==> config.mk <==
export PLATFORM = sky130hd
export DESIGN_NAME = systolic_ctrl_flat
export DESIGN_NICKNAME = d
export VERILOG_FILES = /design/src/rtl/systolic_ctrl_if.sv /design/src/rtl/systolic_ctrl.sv /design/src/flat_wrapper.sv
export SDC_FILE = /design/constraint.sdc
export NUM_CORES = 1
export LEC_CHECK = 0
export ABC_CLOCK_PERIOD_IN_PS = 3120
export BUFFER_PORTS_ARGS = -buffer_cell sky130_fd_sc_hd__buf_4
export CAP_MARGIN = 20
export CORE_MARGIN = 5
export CORE_UTILIZATION = 42
export DETAILED_ROUTE_END_ITERATION = 12
export GPL_TIMING_DRIVEN = 1
export HOLD_SLACK_MARGIN = 0.12
export PLACE_DENSITY = 0.68
export SYNTH_ARGS = -nofsm -noshare
export SYNTH_HDL_FRONTEND = slang
export SYNTH_SLANG_ARGS = --single-unit
==> constraint.sdc <==
create_clock -name clk -period 3.12 [get_ports clk]
set_input_delay 0 -clock clk [delete_from_list [all_inputs] [get_ports clk]]
set_output_delay 0 -clock clk [all_outputs]
set_load 0.05 [all_outputs]
==> src/rtl/systolic_ctrl_if.sv <==
// Command/status bundle between a job issuer and the systolic array controller.
// The issuer (master) drives start/tiles/abort; the controller (slave) drives the rest.
interface systolic_ctrl_if #(
   parameter int K    = 4,
   parameter int COLS = 2
);
   localparam int AW = (K > 1) ? $clog2(K) : 1;
   localparam int OW = (COLS > 1) ? $clog2(COLS) : 1;

   logic          start;
   logic [7:0]    tiles;
   logic          abort;
   logic          rd_en;
   logic [AW-1:0] rd_addr;
   logic          rst_accumulator;
   logic          stream_out_rdy;
   logic          out_valid;
   logic [OW-1:0] out_idx;
   logic [7:0]    tile_idx;
   logic          busy;
   logic          done;

   modport master (
      output start, tiles, abort,
      input  rd_en, rd_addr, rst_accumulator, stream_out_rdy,
      input  out_valid, out_idx, tile_idx, busy, done
   );

   modport slave (
      input  start, tiles, abort,
      output rd_en, rd_addr, rst_accumulator, stream_out_rdy,
      output out_valid, out_idx, tile_idx, busy, done
   );
endinterface

==> src/rtl/systolic_ctrl.sv <==
// Sequencer for a ROWS x COLS output-stationary MAC array: per tile it feeds K operand
// beats, waits for the pipeline to drain, then streams COLS result beats.
module systolic_ctrl #(
   parameter int ROWS     = 2,
   parameter int COLS     = 2,
   parameter int K        = 4,
   parameter int MULT_LAT = 3,
   parameter int ADD_LAT  = 1
) (
   input  logic                clk,
   input  logic                rst,
   systolic_ctrl_if.slave      bus
);
   localparam int D    = MULT_LAT + ADD_LAT + ROWS + COLS;
   localparam int MAXV = (K > D) ? ((K > COLS) ? K : COLS) : ((D > COLS) ? D : COLS);
   localparam int CW   = $clog2(MAXV) + 1;
   localparam int AW   = (K > 1) ? $clog2(K) : 1;
   localparam int OW   = (COLS > 1) ? $clog2(COLS) : 1;

   localparam logic [CW-1:0] K_LAST = CW'(K - 1);
   localparam logic [CW-1:0] D_LAST = CW'(D - 1);
   localparam logic [CW-1:0] C_LAST = CW'(COLS - 1);

   typedef enum logic [2:0] {S_IDLE, S_FEED, S_DRAIN, S_STREAM, S_DONE} state_t;

   state_t        state_q, state_d;
   logic [CW-1:0] cnt_q, cnt_d;
   logic [7:0]    tile_q, tile_d;
   logic [7:0]    tiles_q, tiles_d;

   always_ff @(posedge clk or posedge rst) begin
      if (rst) begin
         state_q <= S_IDLE;
         cnt_q   <= '0;
         tile_q  <= '0;
         tiles_q <= '0;
      end else begin
         state_q <= state_d;
         cnt_q   <= cnt_d;
         tile_q  <= tile_d;
         tiles_q <= tiles_d;
      end
   end

   always_comb begin
      state_d = state_q;
      cnt_d   = cnt_q + 1'b1;
      tile_d  = tile_q;
      tiles_d = tiles_q;
      case (state_q)
         S_IDLE: begin
            cnt_d = '0;
            if (bus.start) begin
               state_d = S_FEED;
               tile_d  = '0;
               tiles_d = (bus.tiles == 8'd0) ? 8'd1 : bus.tiles;
            end
         end
         S_FEED: begin
            if (cnt_q == K_LAST) begin
               state_d = S_DRAIN;
               cnt_d   = '0;
            end
         end
         S_DRAIN: begin
            if (cnt_q == D_LAST) begin
               state_d = S_STREAM;
               cnt_d   = '0;
            end
         end
         S_STREAM: begin
            if (cnt_q == C_LAST) begin
               cnt_d = '0;
               if (tile_q < tiles_q - 8'd1) begin
                  state_d = S_FEED;
                  tile_d  = tile_q + 8'd1;
               end else begin
                  state_d = S_DONE;
               end
            end
         end
         S_DONE: begin
            state_d = S_IDLE;
            cnt_d   = '0;
            tile_d  = '0;
         end
         default: begin
            state_d = S_IDLE;
            cnt_d   = '0;
            tile_d  = '0;
         end
      endcase
      // Abort outranks every transition, including a start seen in IDLE.
      if (bus.abort) begin
         state_d = S_IDLE;
         cnt_d   = '0;
         tile_d  = '0;
      end
   end

   assign bus.rd_en           = (state_q == S_FEED);
   assign bus.rd_addr         = (state_q == S_FEED) ? cnt_q[AW-1:0] : '0;
   assign bus.rst_accumulator = (state_q == S_FEED) && (cnt_q == '0);
   assign bus.stream_out_rdy  = (state_q == S_STREAM) && (cnt_q == '0);
   assign bus.out_valid       = (state_q == S_STREAM);
   assign bus.out_idx         = (state_q == S_STREAM) ? cnt_q[OW-1:0] : '0;
   assign bus.tile_idx        = tile_q;
   assign bus.busy            = (state_q != S_IDLE);
   assign bus.done            = (state_q == S_DONE);
endmodule

==> src/flat_wrapper.sv <==
// flat-port wrapper written by rule: the top's interface ports become plain ports
module systolic_ctrl_flat 
#(
   parameter int ROWS     = 2,
   parameter int COLS     = 2,
   parameter int K        = 4,
   parameter int MULT_LAT = 3,
   parameter int ADD_LAT  = 1
)
  (clk, rst, bus_start, bus_tiles, bus_abort, bus_rd_en, bus_rd_addr, bus_rst_accumulator, bus_stream_out_rdy, bus_out_valid, bus_out_idx, bus_tile_idx, bus_busy, bus_done);
  systolic_ctrl_if #(.K(K), .COLS(COLS)) bus_i ();
  input  logic clk;
  input  logic rst;
  input wire logic [$bits(bus_i.start)-1:0] bus_start;
  input wire logic [$bits(bus_i.tiles)-1:0] bus_tiles;
  input wire logic [$bits(bus_i.abort)-1:0] bus_abort;
  output wire logic [$bits(bus_i.rd_en)-1:0] bus_rd_en;
  output wire logic [$bits(bus_i.rd_addr)-1:0] bus_rd_addr;
  output wire logic [$bits(bus_i.rst_accumulator)-1:0] bus_rst_accumulator;
  output wire logic [$bits(bus_i.stream_out_rdy)-1:0] bus_stream_out_rdy;
  output wire logic [$bits(bus_i.out_valid)-1:0] bus_out_valid;
  output wire logic [$bits(bus_i.out_idx)-1:0] bus_out_idx;
  output wire logic [$bits(bus_i.tile_idx)-1:0] bus_tile_idx;
  output wire logic [$bits(bus_i.busy)-1:0] bus_busy;
  output wire logic [$bits(bus_i.done)-1:0] bus_done;
  assign bus_i.start = bus_start;
  assign bus_i.tiles = bus_tiles;
  assign bus_i.abort = bus_abort;
  assign bus_rd_en = bus_i.rd_en;
  assign bus_rd_addr = bus_i.rd_addr;
  assign bus_rst_accumulator = bus_i.rst_accumulator;
  assign bus_stream_out_rdy = bus_i.stream_out_rdy;
  assign bus_out_valid = bus_i.out_valid;
  assign bus_out_idx = bus_i.out_idx;
  assign bus_tile_idx = bus_i.tile_idx;
  assign bus_busy = bus_i.busy;
  assign bus_done = bus_i.done;
  systolic_ctrl #(.ROWS(ROWS), .COLS(COLS), .K(K), .MULT_LAT(MULT_LAT), .ADD_LAT(ADD_LAT)) u_core (.clk(clk), .rst(rst), .bus(bus_i));
endmodule
==> flow_summary.ini <==
[sta]
max_slew.worst_pin.slew_ns = 0.869
finalCritPeriodShare_pct = 92.9
fin_skew_ns = 0.00294
fin_setup_tns_ns = 0
timing.slew.headroom_pct = 42.0
setup_violations = 0
clock.fmax_mhz = 345
hold_viol = 0
whs_ns = 0.181
worst_slack_ns = 0.221
fin_crit_ns = 2.90
rsz0062_at_grt = no
slew_violations = 0

[worst_setup_path]
path_class = reg -> reg
critPathMaxStageDelay_ns = 0.56
cp_common_cell = or4_1
crit_fanout = 16
end_kind = flip-flop
cp-start-kind = flip-flop
required_ns = 3.33
crit_chain = or4_1, nor4_1, xnor2_1, ha_1, a21oi_1, o21ai_0, a21o_1, or4_1, nand3_1
reg2reg_depth = 9
rrSetupSlack_ns = 0.22
critical-path-slowest-cell = or4_1
cp_data_arrival_time_ns = 3.10

[yosys]
synth-warning-count = 0
synth_top_area_share_pct = 36.8
netlist_instances = 170
synthTopCellsByArea = dfrtp_1, ha_1, mux2_2
avgSynthCellArea_um2 = 9.21
syn-num-nets = 194
ys_seq_area_share_pct = 36.8
netlist_area_um2 = 1570
synth_top_area_cell = dfrtp_1
synth-seq-cells = 23
ys_async_sr_fraction_pct = 100
synthFlopType = dfrtp_1
synth_edf_count = 0
netlist-cell-type-count = 40

[power_and_ir_drop]
swShare_pct = 43.8
p_seq_share_pct = 36.1
clkPwrFrac_pct = 14.2
internal-power_w = 0.000735
leakage_nw = 0.927
p_per_area_nw_per_um2 = 670
combPwrFrac_pct = 49.7
peakVddDrop_uv = 395
netSwitchingPower_w = 0.000573

[routing]
ant_nets = 0
vias = 1375
wl_met1_um = 1540
drc = 0
dr.first_iter.drc_count = 72
met3_length_um = 134
drt-pass1-iter-count = 4
via_per_inst = 5.39
wl_per_cell_um = 13.5
top_layer_used = met4
wirelength_um = 3440
wl_met2_um = 1700

[clocking]
cts.sink_count = 23
cts-root-buf = clkbuf_8
path_clk_slew_ns = 0.08
cts_tree = built
clkLatencyLatePin_ns = 0.27
cts_buffers = 3
cts_post_setup_buffers_inserted = 0
htree_levels = 1
ctsLongestPathBuffers = 2

[job]
drv_cap = 0

[placement]
io_buffer_count = 28
post-place-ws_ns = 0.227
dp_hpwl_um = 2620
dpl-instance-area_um2 = 1810
place.gp.congestion = 0.840

[status]
status = finished, final reports clean

[finish]
diodes = 0
nets = 232
syn2layout_area_growth_pct = 24.8
final_common_cell = buf_4
layout-drive-gt1-share_pct = 21.3
final_cell_mix = buf_4, dfrtp_1, nand2_1
fin_area_um2 = 1950

[global_route]
grt_first_pass_wirelength_um = 6110
grt_pass1_vias = 1377
grt_overflow = 0
antenna_found_initial = 0
grtUsageTotal_pct = 14.8
grt_start_max_net_pins = 24

[floorplanning]
dieArea_um2 = 5050
die_h_um = 71.0
core_area_um2 = 3630
ios = 29
fp.dieW_um = 71.0
core.rowCount = 22
initial_core_util_pct = 43.1

[worst_hold_path]
hp-class = in -> reg
hold_depth = 4
## power groups by stage
| stage | Clock, W | Combinational [W] | Sequential, W |
|---|---|---|---|
| after floorplan | 0 | 0.000546 | 0.000424 |
| after global placement | 0 | 0.000619 | 0.000472 |
| after detailed placement | 0 | 0.000639 | 0.000479 |
| after CTS | 0.000193 | 0.000653 | 0.000472 |
| after global routing | 0.000205 | 0.000719 | 0.000484 |
| final | 0.000186 | 0.000650 | 0.000472 |
## worst max-delay path, delay by kind of cell, from the launching register on
family | cells | cell delay (ns)
and+or+nand+nor | 4 | 1.45
AOI/OAI and AO/OA | 3 | 0.52
DFF | 1 | 0.42
adders and majority gates | 1 | 0.28
xor gates and xnor gates | 1 | 0.17
## sequential cells by signal, summed over array words and instances (netlist names)
| name | cells |
|---|---|
| u_core.bus.tile_idx | 8 |
| u_core.cnt_q | 4 |
| u_core.state_q | 3 |
| u_core.tiles_q | 8 |
## stage by stage
stage	utilization, %	std cells	power, W
2_1_floorplan	-	170	0.000970
3_3_place_gp	49.8	241	0.00109
3_5_place_dp	49.8	241	0.00112
4_1_cts	53.8	255	0.00132
5_1_grt	53.8	255	0.00141
6_report	53.8	255	0.00131
## path summary, 6_finish.rpt
| check | startpoint | to |
|---|---|---|
| max | u_core.tiles_q[4] | u_core.bus.tile_idx[4] |
| min | bus_start | u_core.tiles_q[0] |
| max reg2reg | u_core.tiles_q[4] | u_core.bus.tile_idx[4] |
| min reg2reg | u_core.tiles_q[7] | u_core.tiles_q[7] |
| max in group asynchronous | rst | u_core.cnt_q[2] |
| min in group asynchronous | rst | u_core.cnt_q[1] |
## cells in the mapped netlist (2+ instances only)
library cell and count:
dfrtp_1 23, clkbuf_1 2, ha_1 12, nor3_1 3, a21o_1 2, nand2_1 16, or4_1 7, and3_1 4
nor2_1 15, inv_1 12, nand3_1 10, nor2_4 2, o21ai_0 6, buf_4 2, and2_1 3, o211ai_1 6
mux2_2 7, or3_1 2, xnor2_1 8, a21oi_1 5, nor4_1 4
## cells by family after synthesis
group	count (synthesis)	share of synthesized area, %
AND/OR/NAND/NOR	74	26.3
XOR/XNOR	9	5.04
AO/OA/AOI/OAI	27	12.0
multiplexers	8	5.68
flip-flops	23	36.8
buffers and inverters	17	4.64
adder cells (fa/ha/maj)	12	9.59
## layout make-up
cell class                      instances  area (µm²)
Sequential cell                        23         576
Inverter                               12        45.0
Timing Repair Buffer                   38         310
Multi-Input combinational cell        130         917
Tap cell                               48        60.1
Clock buffer                            4        45.0
Fill cell                             325        1680
## per-layer routing
layer / vias up / GRT usage, %
met5: - / 0
met4: 0 / 6.89
met3: 4 / 2.27
met2: 35 / 25.4
met1: 655 / 18.2
li1: 681 / -
## what timing repair did
item	in CTS	in global routing
hold endpoints to repair	39	0
endpoints found under the setup margin	0	0
resized for setup	0	0
hold buffers	10	0
Note: power is estimated with default switching activity, not from simulation.
